**src/rtl/pipe_adder.sv**
```systemverilog
// Pipelined WIDTH-bit adder: the carry chain is cut into STAGES equal chunks,
// one registered chunk per stage, with valid/ready flow control on both sides.
module pipe_adder #(
  parameter int WIDTH   = 8,
  parameter int STAGES  = 2,
  parameter int USE_CIN = 1
) (
  input  logic             clk,
  input  logic             rst,
  input  logic             in_valid,
  output logic             in_ready,
  input  logic [WIDTH-1:0] a,
  input  logic [WIDTH-1:0] b,
  input  logic             cin,
  output logic             out_valid,
  input  logic             out_ready,
  output logic [WIDTH-1:0] sum,
  output logic             cout
);

  localparam int SDIV  = (STAGES < 1) ? 1 : STAGES;
  localparam int CHUNK = WIDTH / SDIV;
  localparam int OW    = (STAGES > 1) ? WIDTH - CHUNK : 1;
  localparam int NOP   = (STAGES > 1) ? STAGES - 1 : 1;

  if (STAGES < 1 || WIDTH < 1 || (WIDTH % SDIV) != 0) begin : g_param_check
    $error("pipe_adder: WIDTH must be a positive multiple of STAGES, STAGES >= 1");
  end

  logic [STAGES-1:0] vld;
  logic [STAGES-1:0] rdy;
  logic [WIDTH-1:0]  sm  [STAGES];
  logic              cr  [STAGES];
  // Unprocessed upper operand chunks, shifted down so the next chunk sits at bit 0.
  logic [OW-1:0]     opa [NOP];
  logic [OW-1:0]     opb [NOP];

  assign in_ready  = rdy[0];
  assign out_valid = vld[STAGES-1];
  assign sum       = sm[STAGES-1];
  assign cout      = cr[STAGES-1];

  for (genvar k = 0; k < STAGES; k++) begin : g_st
    logic             up_v;
    logic [CHUNK-1:0] ca;
    logic [CHUNK-1:0] cb;
    logic             ci;
    logic [WIDTH-1:0] up_sum;
    logic [CHUNK:0]   add;

    // Closed form of ready_k = !valid_k || ready_(k+1): stage k can load
    // unless it and every stage after it are full and the output is stalled.
    assign rdy[k] = out_ready || !(&vld[STAGES-1:k]);

    if (k == 0) begin : g_first
      assign up_v   = in_valid;
      assign ca     = a[CHUNK-1:0];
      assign cb     = b[CHUNK-1:0];
      assign ci     = (USE_CIN != 0) ? cin : 1'b0;
      assign up_sum = '0;
    end else begin : g_rest
      assign up_v   = vld[k-1];
      assign ca     = opa[k-1][CHUNK-1:0];
      assign cb     = opb[k-1][CHUNK-1:0];
      assign ci     = cr[k-1];
      assign up_sum = sm[k-1];
    end

    assign add = {1'b0, ca} + {1'b0, cb} + {{CHUNK{1'b0}}, ci};

    always_ff @(posedge clk or posedge rst) begin
      if (rst) begin
        vld[k] <= 1'b0;
        sm[k]  <= '0;
        cr[k]  <= 1'b0;
      end else if (rdy[k]) begin
        vld[k] <= up_v;
        sm[k]  <= up_sum | (WIDTH'(add[CHUNK-1:0]) << (k * CHUNK));
        cr[k]  <= add[CHUNK];
      end
    end

    if (k < STAGES - 1) begin : g_fwd
      logic [OW-1:0] nxt_a;
      logic [OW-1:0] nxt_b;

      if (k == 0) begin : g_src_in
        assign nxt_a = a[WIDTH-1:CHUNK];
        assign nxt_b = b[WIDTH-1:CHUNK];
      end else begin : g_src_pipe
        assign nxt_a = opa[k-1] >> CHUNK;
        assign nxt_b = opb[k-1] >> CHUNK;
      end

      always_ff @(posedge clk or posedge rst) begin
        if (rst) begin
          opa[k] <= '0;
          opb[k] <= '0;
        end else if (rdy[k]) begin
          opa[k] <= nxt_a;
          opb[k] <= nxt_b;
        end
      end
    end
  end

endmodule

```
**config.mk**
```make
export PLATFORM = sky130hd
export DESIGN_NAME = pipe_adder
export DESIGN_NICKNAME = d
export VERILOG_FILES = /design/src/rtl/pipe_adder.sv
export SDC_FILE = /design/constraint.sdc
export NUM_CORES = 1
export LEC_CHECK = 0
export BUFFER_PORTS_ARGS = -buffer_cell sky130_fd_sc_hd__buf_2
export CAP_MARGIN = 20
export CORE_MARGIN = 3
export CORE_UTILIZATION = 35
export CTS_BUF_LIST = sky130_fd_sc_hd__clkbuf_8 sky130_fd_sc_hd__clkbuf_16
export CTS_CLUSTER_SIZE = 10
export DETAILED_ROUTE_END_ITERATION = 10
export GPL_TIMING_DRIVEN = 0
export PLACE_DENSITY = 0.56
export SLEW_MARGIN = 20
export SYNTH_ARGS = -nofsm -noshare
export SYNTH_HDL_FRONTEND = slang
export SYNTH_SLANG_ARGS = --single-unit
export TNS_END_PERCENT = 10
```
**constraint.sdc**
```tcl
create_clock -name clk -period 1.8 [get_ports clk]
set_input_delay 0.36 -clock clk [delete_from_list [all_inputs] [get_ports clk]]
set_output_delay 0.36 -clock clk [all_outputs]
set_load 0.005 [all_outputs]
```
* Word level (Yosys, flattened, before mapping)
Cells that the tools add are included.
** Word-level totals
- Bits in registers :: 24
- Input bits :: 21
- Output and inout port bits :: 11
- Logic and storage cells :: 18
** Operators by class
- Add/sub/neg operators :: 4
- Bitwise operators :: 1
- Reduce and logical (&&, ||, !) cells :: 5
** Operators by type and width (count)
- $add 4x4->5 :: 2
- $add 5x1->5 :: 2
- $or 4x8->8 :: 1
- $logic_not 1->1 :: 2
- $logic_or 1x1->1 :: 2
- $reduce_and 2->1 :: 1

* Logic depth before layout (Yosys ltp)
- Word-level depth :: 3
- Mapped depth :: 7
- Gate-level depth less buffers :: 6

* Least setup slack after synthesis
No wires, ideal clock.
- Path type :: flip-flop to flip-flop
- Start point :: register opa, in the netlist g_st[1].ca[0]
- End point :: register sm, in the netlist sum[5]
- Setup time :: 0.078 ns
- Arrival time :: 1.384 ns
- Data required time :: 1.722 ns
- Slack :: 0.338 ns
- Stages on the path, launching flop included :: 5
- Path buffers :: 0
- Clock period less this slack :: 1.462 ns
- Cell sequence :: dfrtp_1 > fa_1 > inv_1 > fa_1 > a21oi_1
** Between the ends
- Longest elaborated chain between the ends :: 3
** Ends and longest elaborated chain
- start, declared :: RTL line 35 : logic [OW-1:0] opa [NOP];
- start signal, assigned by index :: RTL line 100 : opa[k] <= nxt_a;
- $add 4x4->5 :: RTL line 69 : assign add = {1'b0, ca} + {1'b0, cb} + {{CHUNK{1'b0}}, ci};
- $add 5x1->5 :: RTL line 69
- $or 4x8->8 :: RTL line 78 : sm[k] <= up_sum | (WIDTH'(add[CHUNK-1:0]) << (k * CHUNK));
- end signal, assigned by index :: RTL line 78
- end, declared :: RTL line 32 : logic [WIDTH-1:0] sm [STAGES];
Every way passes these cells.
A chain may end at the register's enable or synchronous reset.

* Worst setup path in the final report
- Start point :: register vld[1], in the netlist out_valid
- End point :: output port in_ready
** Between the ends
- Longest elaborated chain between the ends :: 3
** Ends and longest elaborated chain
- start, declared :: RTL line 30 : logic [STAGES-1:0] vld;
- start signal, assigned by index :: RTL line 77 : vld[k] <= up_v;
- $reduce_and 2->1 :: RTL line 53 : assign rdy[k] = out_ready || !(&vld[STAGES-1:k]);
- $logic_not 1->1 :: RTL line 53
- $logic_or 1x1->1 :: RTL line 53
- end, declared :: RTL line 11 : output logic in_ready,
Every way passes these cells.

==> impl_metrics.ini <==
[pwr]
swShare_pct = 28.56
power.internal_w = 0.0009927
leakage_nw = 0.7791
seq_power_share_pct = 49.3
power_density_nw_per_um2 = 940.4
power_switching_w = 0.0003969
ir_worst_vdd_mv = 0.2717
p_clk_share_pct = 26.4
comb_power_share_pct = 24.3

[clock_tree]
cts_tree = done
clock_latency_ps = 270
htreeDepth = 1
clk_pin_slew_ps = 80
post-cts-setup-buffers = 0
cts_buffers = 3
cts_buffer_depth = 2
cts_root_buf = clkbuf_8
cts.sinks = 24

[worst_setup_path]
required_ps = 1440
cp-end-kind = output port
crit_type = reg -> out
cp_slowest_cell = dfrtp_1
crit_path_max_incr_delay_ps = 400
path_cells = and3b_1, buf_4, inv_2, buf_12, buf_2
r2r-start = g_st[1].ca[0]$_DFFE_PP0P_
worst_ep_arrival_time_ps = 1350
worst_r2r_path_depth = 6
path_max_fanout = 19
critPathLaunchType = flip-flop
cp-startpoint = out_valid$_DFFE_PP0P_

[placed_design]
portBuffers = 31
place_congestion = 0.8107
preCtsSetupSlack_ps = 145.0
hpwlAfterDp_um = 1835

[floorplan]
boundaryPins = 32
dieArea_sq_um = 4214
core_region_area_sq_um = 3178
start_util_pct = 38.23
row_count = 20
die_h_um = 64.92
die_w_um = 64.92

[yosys]
syn_avg_cell_area_sq_um = 9.566
synth_top_area_share_pct = 49.43
synthesis.nets = 158
yosys.area.top_type = dfrtp_1
synth-seq-area-share_pct = 49.43
yosys_warnings = 0
syn_inst = 127
syn_area_sq_um = 1215
synth_cell_types = 26
synthTopCellsByArea = dfrtp_1 49%, nand2_1 12%, fa_1 6.6%
ys_ff_latch = 24

[grt]
grtUsageTotal_pct = 12.79
grt_pass1_wl_um = 4071
grt_pass1_vias = 987
grt_start_max_net_pins = 25
grt-ovfl-total = 0
antenna_found_initial = 0

[timing]
setup_violations = 0
period_share_pct = 95.00
finalSetupTns_ps = 0
rsz0062_at_grt = no
tightest_slew_ps = 899.4
clock_skew_ps = 1.388
max_freq_ghz = 0.5848
slew_headroom_pct = 39.97
min_period_ps = 1710
slew_violations = 0
hold_violations = 0
finalWorstSetupSlack_ps = 90.00

[layout]
multiInputGateArea_sq_um = 528.0
nNetsFinal = 193
nFillCells = 335
diodes = 0
drive_gt1_share_pct = 26.09
syn2layout_area_growth_pct = 21.63
regArea_sq_um = 600.6

[detailed_routing]
initialDrtViolationCount = 26
wl_per_cell_um = 11.48
postRouteAntennaNets = 0
wl_um = 2354
vias = 948
first_pass_iters = 4
vias_per_cell = 4.624
route.detailed.drc = 0

[run_status]
status = complete, no violations

[job]
cap_violations = 0

[hold_path]
hold_class = in -> async
## power groups by stage
stage	Sequential, W	Combinational, W	Clock (W)
global placement	0.000693	0.000337	0
floorplan	0.000698	0.000207	0
global route	0.000698	0.000392	0.000406
finish	0.000685	0.000338	0.000366
detailed placement	0.000699	0.000346	0
CTS	0.000688	0.000343	0.000380
## worst paths after layout
path                                        endpoint  slack (ps)
max                                         in_ready          90
min                               sum[4]$_DFFE_PP0P_         280
max reg2reg                         cout$_DFFE_PP0P_         240
min reg2reg                    out_valid$_DFFE_PP0P_         470
max in group asynchronous  g_st[1].cb[1]$_DFFE_PP0P_         980
min in group clk           g_st[1].cb[3]$_DFFE_PP0P_         280
## critical path: cells and delay by family, from the launching register on
| family | cells | cell delay [ps] |
|---|---|---|
| simple gates | 1 | 170 |
| flops | 1 | 400 |
| buf+inv | 4 | 510 |
## kinds of logic after synthesis
logic type / after synthesis / synth area share, %
flip-flops: 24 / 49.43
AND/OR/NAND/NOR: 60 / 21.52
XOR/XNOR: 1 / 0.7210
adder cells (fa/ha/maj): 10 / 12.77
AO/OA/AOI/OAI: 15 / 7.621
buffers and inverters: 16 / 7.106
multiplexers: 1 / 0.8239
## layout by cell type, fill, tap and decap left out
master / synthesis / routed
dfrtp_1: 24 / 24
xor2_1: 1 / 1
and3b_1: 1 / 1
fa_1: 4 / 4
nor2b_1: 4 / 4
nor3_1: 1 / 1
buf_6: 3 / 1
a211oi_1: 1 / 1
mux2i_1: 1 / 1
o21ai_0: 5 / 5
buf_4: 1 / 1
o2111ai_1: 1 / 1
buf_12: 0 / 1
ha_1: 6 / 6
inv_2: 1 / 1
or2b_1: 1 / 1
a21o_2: 1 / 1
inv_1: 10 / 10
clkbuf_1: 1 / 1
or4_1: 1 / 1
nor2_1: 8 / 8
and4_1: 1 / 1
clkbuf_8: 0 / 4
buf_2: 0 / 31
nand2_1: 39 / 39
a21oi_1: 5 / 5
a21oi_2: 2 / 2
nand2b_1: 2 / 2
nand3_1: 2 / 2
## cell usage after synthesis, drive strengths merged
| master | n |
|---|---|
| xor2 | 1 |
| o21ai | 5 |
| and3b | 1 |
| a21o | 1 |
| ha | 6 |
| clkbuf | 1 |
| or2b | 1 |
| nand2b | 2 |
| mux2i | 1 |
| and4 | 1 |
| buf | 4 |
| a21oi | 7 |
| nor3 | 1 |
| a211oi | 1 |
| o2111ai | 1 |
| nor2b | 4 |
| or4 | 1 |
| dfrtp | 24 |
| inv | 11 |
| fa | 4 |
| nand2 | 39 |
| nor2 | 8 |
| nand3 | 2 |
## registers in the layout, indices dropped and copies added (netlist names)
name and flops:
cout 1, out_valid 1, g_st.cb 4, g_st.ci 1
g_st.up_sum 4, g_st.ca 4, sum 8, g_st.up_v 1
## layer usage
| layer | GRT usage [%] | wire, um | up-vias |
|---|---|---|---|
| met1 | 13.41 | 961 | 447 |
| met3 | 2.080 | 116 | 5 |
| li1 | - | - | 467 |
| met5 | 0 | 0 | - |
| met4 | 7.916 | 65 | 0 |
| met2 | 23.50 | 1211 | 29 |
## layout make-up
type,count,area share [%]
plain buffers,4,2.879
clock buffers,4,3.726
inverters,11,2.794
multi-input cells,87,35.73
flip-flops and latches,24,40.64
well taps,44,3.726
repair buffers,31,10.50
## per-stage QoR
stage                     instance area, sq um  instances  hold WS, ps  util, %   power, W
after floorplan                           1215        127        374.6        -  0.0009052
after global placement                    1425        202        432.3    44.84   0.001030
after detailed placement                  1425        202        444.5    44.84   0.001045
after CTS                                 1469        205        278.3    46.22   0.001411
after global routing                      1478        205        281.8    46.50   0.001496
final                                     1478        205        277.5    46.50   0.001390
## what timing repair did
item,in CTS,in global routing
pin swaps,0,0
hold endpoints to repair,0,0
hold buffers,0,0
resized for setup,0,2
setup endpoints to repair,1,1
Note: power is estimated with default switching activity, not from simulation.
